$ cat config.mk
export PLATFORM = sky130hd
export DESIGN_NAME = decode_stage
export DESIGN_NICKNAME = d
export VERILOG_FILES = /design/src/rtl/decode_stage.sv
export SDC_FILE = /design/constraint.sdc
export NUM_CORES = 1
export LEC_CHECK = 0
export ABC_AREA = 1
export ABC_CLOCK_PERIOD_IN_PS = 1800
export CELL_PAD_IN_SITES_DETAIL_PLACEMENT = 1
export CELL_PAD_IN_SITES_GLOBAL_PLACEMENT = 2
export CORE_UTILIZATION = 31
export CTS_CLUSTER_SIZE = 28
export DETAILED_ROUTE_END_ITERATION = 8
export DONT_BUFFER_PORTS = 1
export PLACE_DENSITY_LB_ADDON = 0.1
export REMOVE_ABC_BUFFERS = 1
export SLEW_MARGIN = 20
export SYNTH_ARGS = -nofsm -noshare
export SYNTH_HDL_FRONTEND = slang
export SYNTH_SLANG_ARGS = --single-unit
$ cat constraint.sdc
create_clock -name clk -period 1.8 [get_ports clk]
set_input_delay 0.09 -clock clk [delete_from_list [all_inputs] [get_ports clk]]
set_output_delay 0.09 -clock clk [all_outputs]
set_load 0.01 [all_outputs]
$ cat src/rtl/decode_stage.sv
// Decode / operand-fetch stage: drives register-file read selects, captures
// operands into a registered decode->execute slot, stalls on pending-write hazards.
module decode_stage (
    input  logic        clk,
    input  logic        reset,
    input  logic        if_valid,
    input  logic [31:0] if_instr,
    input  logic [31:0] if_pc,
    output logic        if_ready,
    output logic [3:0]  rf_sel0,
    output logic [3:0]  rf_sel1,
    input  logic [31:0] rf_data0,
    input  logic [31:0] rf_data1,
    input  logic        wb_we,
    input  logic [3:0]  wb_rd,
    input  logic [31:0] wb_data,
    input  logic        flush,
    output logic        id_valid,
    input  logic        id_ready,
    output logic [3:0]  id_op,
    output logic [3:0]  id_rd,
    output logic        id_we,
    output logic [31:0] id_a,
    output logic [31:0] id_b,
    output logic [31:0] id_imm,
    output logic [31:0] id_pc
);

    function automatic logic [31:0] sext16(input logic [15:0] v);
        return {{16{v[15]}}, v};
    endfunction

    function automatic logic [15:0] onehot16(input logic [3:0] idx);
        return 16'h0001 << idx;
    endfunction

    logic [3:0]  op_s;
    logic [3:0]  rd_s;
    logic [3:0]  rs1_s;
    logic [3:0]  rs2_s;
    logic [31:0] imm_s;

    assign op_s  = if_instr[31:28];
    assign rd_s  = if_instr[27:24];
    assign rs1_s = if_instr[23:20];
    assign rs2_s = if_instr[19:16];
    assign imm_s = sext16(if_instr[15:0]);

    assign rf_sel0 = rs1_s;
    assign rf_sel1 = rs2_s;

    logic uses_rs1_s;
    logic uses_rs2_s;
    logic writes_rd_s;
    logic is_imm_s;

    // Instruction class: which sources are read and whether rd is written
    always_comb begin
        uses_rs1_s  = 1'b0;
        uses_rs2_s  = 1'b0;
        writes_rd_s = 1'b0;
        is_imm_s    = 1'b0;
        case (op_s) inside
            [4'h0:4'h7]: begin
                uses_rs1_s  = 1'b1;
                uses_rs2_s  = 1'b1;
                writes_rd_s = 1'b1;
            end
            [4'h8:4'hB]: begin
                uses_rs1_s  = 1'b1;
                writes_rd_s = 1'b1;
                is_imm_s    = 1'b1;
            end
            4'hC, 4'hD: begin
                uses_rs1_s  = 1'b1;
                uses_rs2_s  = 1'b1;
            end
            4'hE: begin
                uses_rs1_s  = 1'b1;
                writes_rd_s = 1'b1;
            end
            default: begin
                uses_rs1_s  = 1'b0;
                uses_rs2_s  = 1'b0;
                writes_rd_s = 1'b0;
                is_imm_s    = 1'b0;
            end
        endcase
    end

    logic [15:0] pending_r;
    logic        id_valid_r;
    logic [3:0]  id_op_r;
    logic [3:0]  id_rd_r;
    logic        id_we_r;
    logic [31:0] id_a_r;
    logic [31:0] id_b_r;
    logic [31:0] id_imm_r;
    logic [31:0] id_pc_r;

    // Writeback bypass: the value being written this cycle wins over the stale read
    logic        byp0_s;
    logic        byp1_s;
    logic [31:0] opa_s;
    logic [31:0] opb_s;

    assign byp0_s = wb_we && (wb_rd == rs1_s);
    assign byp1_s = wb_we && (wb_rd == rs2_s);
    assign opa_s  = byp0_s ? wb_data : rf_data0;
    assign opb_s  = byp1_s ? wb_data : rf_data1;

    logic raw0_s;
    logic raw1_s;
    logic waw_s;
    logic hazard_s;
    logic free_s;
    logic if_ready_s;
    logic accept_s;

    assign raw0_s     = uses_rs1_s && pending_r[rs1_s] && !byp0_s;
    assign raw1_s     = uses_rs2_s && pending_r[rs2_s] && !byp1_s;
    assign waw_s      = writes_rd_s && pending_r[rd_s];
    assign hazard_s   = raw0_s || raw1_s || waw_s;
    assign free_s     = !id_valid_r || id_ready;
    assign if_ready_s = free_s && !hazard_s && !flush && !reset;
    assign accept_s   = if_valid && if_ready_s;
    assign if_ready   = if_ready_s;

    // The WAW stall guarantees set and clear never target the same bit together
    logic [15:0] clr_wb_s;
    logic [15:0] clr_fl_s;
    logic [15:0] set_s;
    logic [15:0] pending_nxt_s;

    assign clr_wb_s      = wb_we ? onehot16(wb_rd) : 16'h0000;
    assign clr_fl_s      = (flush && id_valid_r && id_we_r) ? onehot16(id_rd_r) : 16'h0000;
    assign set_s         = (accept_s && writes_rd_s) ? onehot16(rd_s) : 16'h0000;
    assign pending_nxt_s = (pending_r & ~clr_wb_s & ~clr_fl_s) | set_s;

    // Scoreboard and decode->execute slot registers
    always_ff @(posedge clk) begin
        if (reset) begin
            pending_r  <= 16'h0000;
            id_valid_r <= 1'b0;
            id_op_r    <= 4'h0;
            id_rd_r    <= 4'h0;
            id_we_r    <= 1'b0;
            id_a_r     <= 32'h0000_0000;
            id_b_r     <= 32'h0000_0000;
            id_imm_r   <= 32'h0000_0000;
            id_pc_r    <= 32'h0000_0000;
        end else begin
            pending_r <= pending_nxt_s;
            if (flush) begin
                id_valid_r <= 1'b0;
            end else if (accept_s) begin
                id_valid_r <= 1'b1;
                id_op_r    <= op_s;
                id_rd_r    <= rd_s;
                id_we_r    <= writes_rd_s;
                id_a_r     <= opa_s;
                id_b_r     <= is_imm_s ? imm_s : opb_s;
                id_imm_r   <= imm_s;
                id_pc_r    <= if_pc;
            end else if (id_ready) begin
                id_valid_r <= 1'b0;
            end else begin
                id_valid_r <= id_valid_r;
            end
        end
    end

    assign id_valid = id_valid_r;
    assign id_op    = id_op_r;
    assign id_rd    = id_rd_r;
    assign id_we    = id_we_r;
    assign id_a     = id_a_r;
    assign id_b     = id_b_r;
    assign id_imm   = id_imm_r;
    assign id_pc    = id_pc_r;

endmodule

# --- Word-level counts from Yosys, hierarchy flattened ---
# Cells that the tools add are included.
op_classes:
  magnitude_cmp: 7
  n_eq_ne: 5
  n_shift: 3
  n_mux: 26
  bitwise: 6
  reduce_logical: 29
op_table:
  columns: ["cell", "n"]
  rows:
  - ["2-to-1 mux 32 bit", 3]
  - ["2-to-1 mux 16 bit", 3]
  - ["<< shifter 1 x 4 -> 16 bit, first input constant", 3]
  - ["bitwise AND 16 bit", 2]
  - ["NOT 16 bit", 2]
  - ["2-to-1 mux 1 bit", 17]
  - ["logical AND 1 bit", 16]
  - ["OR 16 bit", 1]
  - ["< comparator 4 x 5 -> 1 bit, second input constant", 3]
  - ["binary-select mux 1 bit (select 4 bit)", 3]
  - ["== test 4 bit, second input constant", 3]
  - ["== test 4 bit", 2]
  - ["logical NOT 1 bit", 6]
  - [">= comparator 4 x 1 -> 1 bit, second input constant", 1]
  - [">= comparator 4 bit, second input constant", 1]
  - ["less-or-equal comparator 4 x 3 -> 1 bit, second input constant", 1]
  - ["less-or-equal comparator 4 bit, second input constant", 1]
  - ["OR reduction 2 bit", 2]
  - ["logical OR 1 bit", 3]
  - ["AND reduction 2 bit", 1]
  - ["nonzero test 2 bit", 1]
  - ["NOT 1 bit", 1]
totals:
  ff_bits: 138
  input_bits: 170
  out_inout_bits: 147
  wordCells: 85

# --- Depth between registers and ports, before layout ---
depth:
  ltp_word: 17
  depth_mapped: 16
  mapped_depth_nobuf: 13

# --- Worst setup path after synthesis ---
# OpenSTA, ideal clock, no wires.
synth_path:
  path_type: "input -> register"
  startpoint: "in wb_rd[2]"
  endpoint: "reg id_a_r[10] (netlist: id_a[10])"
  setup_time_ns: 0.113
  t_arrival_ns: 1.541
  required_time_ns: 1.687
  setup_slack_ns: 0.146
  path_stages: 15
  n_path_buf: 3
  path_cell_list: "buf_4 clkinv_2 nand2_1 nand2_1 nand3_1 nor2_4 nor2_2 nand3_2 nand2_2 nor2_8 nand2_4 buf_6 buf_2 nor2_1 nor2_1"
synth_via:
  elab_chain_cells: 12
  elab_cells_between_ends: 17
  cone_classes: "eq/ne: 2; mux: 1; reduce/logical: 14"
synth_rtl:
  columns: ["item", "line", "text"]
  rows:
  - ["start, declared", "15", "input logic [3:0] wb_rd,"]
  - ["== test 4 bit (on tied branches)", "107, 108", null]
  - ["logical AND 1 bit (on tied branches)", "107, 108", null]
  - ["logical NOT 1 bit (on tied branches)", "120, 121", null]
  - ["logical AND 1 bit (on tied branches)", "120, 121", null]
  - ["logical OR 1 bit (2 in series)", "123", "assign hazard_s = raw0_s || raw1_s || waw_s;"]
  - ["logical NOT 1 bit", "125", "assign if_ready_s = free_s && !hazard_s && !flush && !reset;"]
  - ["logical AND 1 bit (3 in series)", "125", null]
  - ["logical AND 1 bit", "126", "assign accept_s = if_valid && if_ready_s;"]
  - ["AND reduction 2 bit (no line)", null, null]
  - ["end signal, assigned", "161", "id_a_r <= opa_s;"]
  - ["end, declared", "96", "logic [31:0] id_a_r;"]
# Several ways; a longest one is shown, not always the timed one.
# A chain may end at the register's enable or synchronous reset.

# --- Worst setup path after layout ---
layout_path:
  startpoint: "reg pending_r[2]"
  endpoint: "reg id_b_r[11] (netlist: id_b[11])"
layout_via:
  elab_chain_cells: 12
  elab_cells_between_ends: 19
  cone_classes: "mux: 6; reduce/logical: 13"
layout_rtl:
  columns: ["item", "line", "text"]
  rows:
  - ["start, declared", "91", "logic [15:0] pending_r;"]
  - ["start signal, assigned", "153", "pending_r <= pending_nxt_s;"]
  - ["binary-select mux 1 bit (select 4 bit) (on tied branches)", "120, 121", null]
  - ["2-to-1 mux 1 bit (on tied branches)", "120, 121", null]
  - ["logical AND 1 bit (on tied branches) (2 in series)", "120, 121", null]
  - ["logical OR 1 bit", "123", null]
  - ["logical OR 1 bit *", "123", null]
  - ["logical NOT 1 bit *", "125", null]
  - ["logical AND 1 bit * (3 in series)", "125", null]
  - ["logical AND 1 bit *", "126", null]
  - ["AND reduction 2 bit (no line) *", null, null]
  - ["end signal, assigned", "162", "id_b_r <= is_imm_s ? imm_s : opb_s;"]
  - ["end, declared", "97", "logic [31:0] id_b_r;"]
# Mark *: on every way between the ends. The rest lies on a longest branch, timed or not. The select of a mux whose other input is x is not followed.

==> results.txt <==
Die area -> 0.0243 mm2
Antenna violations before repair -> 0
Total track usage -> 0.237
Hpwl dp -> 20400 um
Worst Setup End Kind -> flop
Final setup violation count -> 9
Synth warn -> 0
Final Non-Filler Cells -> 1605
Core area -> 0.0229 mm2
Crit Path Class -> flop to flop
Max Transition Viols Final -> 0
Most numerous cell in the Yosys netlist -> nand2_1
Final Power -> 7.98 mW
Routability congestion estimate -> 0.847
Maxcap violations -> 0
Area share of the largest cell type after synthesis -> 0.377
First-iteration detailed-routing DRC count -> 367
Port buffer count -> 0
DR pass1 iterations -> 4
Primary FF master, synth -> dfxtp_1
Post-layout net count -> 1449
Leak pwr -> 4.35 nW
Setup slack after layout -> -9.65 ps
Layout area overhead -> 34.3%
Failing checks -> setup timing
Simple-gate area share of the yosys netlist -> 0.350
Routed wire length -> 29500 um
Type of origin of the critical path -> flop
Total CTS buffers -> 17
Wire length of the first global-routing pass -> 44300 um
# rows -> 55
Post-synth top cells -> nand2_1 (286), nor2_1 (255), o21ai_0 (154), dfxtp_1 (138), inv_1 (101)
Worst skew pair latency -> 420 ps
Via count -> 7934
RSZ-0062 raised after global routing -> yes
Worst Tran Pin Value -> 743 ps
#FFs+latches synth -> 138
Largest net degree at the start of global routing -> 51
CP Max Fanout -> 14
Critical path arrival -> 2120 ps
Pwr Density -> 811 mW/mm2
DRC viols -> 0
Cell count after synthesis -> 1179
Final core utilization -> 0.429
Cell taking the most area after synthesis -> dfxtp_1
Initial Utilization -> 0.320
Hold crit path type -> input port to flop
H-Tree Depth -> 4
Status -> complete, but fails checks
Synthesized area per cell -> 6.22 um2
Vias in the first global route -> 7997
Adder-Cell Fraction of Synth Area -> 0
Clk Tree Root Cell -> clkbuf_16
Drt wl/cell -> 18.4 um
Vias per cell -> 4.94
IO Pins -> 317
Antenna cells -> 0
# clock sinks -> 138
Final ANT Viol Nets -> 0
Max Clk Rate -> 553 MHz
Compound-Gate Fraction of Synth Area -> 0.142
Final Cycle Share -> 1.01
Synth Area in XOR/XNOR -> 0.00120
Final Hold Vio Count -> 0
Worst Clk Skew -> 11.7 ps
Share of layout cells above drive strength 1 -> 0.135
Worst Path Required -> 2110 ps
Grt ovf -> 0
Die Span X -> 156 um
Slew margin rel. -> 0.503
Mux contribution to synthesized area -> 0
Inst Count DP -> 1454
Max Buffers Root-to-Sink -> 2
Largest family of logic cells by synthesized area -> simple AND/OR/NAND/NOR gates
Largest vdd supply drop -> 418 uV
Synth async-reset ratio -> 0
Reg clk slew, reported paths -> 70 ps
Min Tclk post-route -> 1810 ps
Die Ht -> 156 um
Number of synthesized flops with an enable pin -> 0
Distinct cells, synth -> 30
Syn Std Cell Area -> 0.00733 mm2
CTS tree -> yes
Sequential area share after synthesis -> 0.377
Synth top area cells -> dfxtp_1 (38%), nand2_1 (15%), nor2_1 (13%)
registers in the layout, summed over array words and instances (netlist names):
name / flops
id_op: 4
id_we: 1
id_valid: 1
id_pc: 32
id_imm: 16
id_b: 32
id_a: 32
id_rd: 4
pending_r: 16
what timing repair did:
action | CTS | global route
buffers inserted | 0 | 1
hold buffers | 116 | 0
endpoints found under the hold margin | 120 | 0
gates resized for setup | 51 | 95
setup endpoints to repair | 138 | 126
cloned | 0 | 2
pin swaps | 0 | 4
worst paths after layout:
kind	startpoint	end	slack, ps	cells after the start
worst max-delay path	pending_r[2]$_SDFF_PP0_	id_b[11]$_SDFFE_PP0P_	-10	14
worst min-delay path	wb_data[11]	id_a[11]$_SDFFE_PP0P_	10	4
worst max register to register	pending_r[2]$_SDFF_PP0_	id_b[11]$_SDFFE_PP0P_	-10	14
worst min register to register	id_imm[15]$_SDFFE_PP0P_	id_imm[15]$_SDFFE_PP0P_	500	2
cells by family (layout without fill, tap and decap cells):
group / count (synthesis) / count (layout)
AND/OR/NAND/NOR: 637 / 637
AO/OA/AOI/OAI: 196 / 196
flip-flops: 138 / 138
XOR/XNOR: 1 / 1
buffers and inverters: 207 / 320
metal layers:
metal | GRT usage | up-vias | wire length [um] | part of all wire
met5 | 0 | - | 0 | 0
met4 | 0.0887 | 0 | 852 | 0.029
met3 | 0.0678 | 44 | 1960 | 0.066
met2 | 0.411 | 248 | 14500 | 0.49
met1 | 0.277 | 3740 | 12300 | 0.42
li1 | - | 3902 | - | -
per-stage QoR:
step / worst slack [ps] / TNS, ps / instance area [um2] / hold slack [ps]
CTS: -23.2 / -112 / 9580 / 0.174
floorplan: -1090 / -110750 / 6800 / 159
detailed placement: -177 / -12140 / 7800 / 165
global placement: -169 / -11660 / 7800 / 165
finish: -9.65 / -41.9 / 9840 / 13.5
global route: -144 / -9840 / 9840 / 49.8
worst max-delay path, stage by stage (launching register included):
cell and delay (ps):
dfxtp_2 340, inv_2 50, nand2_1 50, nand2_1 90, nand2_1 70, nand3_1 90, nand3_1 80, nand3_1 100
nand2_2 100, nor2_8 120, nand2_4 90, buf_12 170, buf_12 150, o21ai_1 120, nor2_1 50
where the power goes:
| part | leakage, nW | switching (mW) | internal (mW) |
|---|---|---|---|
| Combinational | 2.94 | 0.609 | 0.495 |
| Clock | 0.283 | 1.62 | 1.97 |
| Sequential | 1.12 | 0.131 | 3.15 |
placed cells by master, fill, tap and decap left out, types with 16 or more instances in the layout:
cell	n
nand2_1	274
nor2_1	245
dfxtp_1	129
dlygate4sd3_1	116
inv_1	97
o21ai_0	84
o21ai_1	49
nand3_1	42
buf_4	34
nor3_1	29
o21ai_2	28
a21oi_1	21
clkbuf_16	19
nand4_1	16
area by class of cell:
cell class / count / area [um2]
clock buffers: 17 / 425
clock inverters: 15 / 161
fillers: 2945 / 13100
inverters: 112 / 428
multi-input cells: 834 / 3790
flip-flops and latches: 138 / 2770
well taps: 313 / 392
repair buffers: 176 / 1870
No activity file was read; power rests on OpenSTA's default activity.
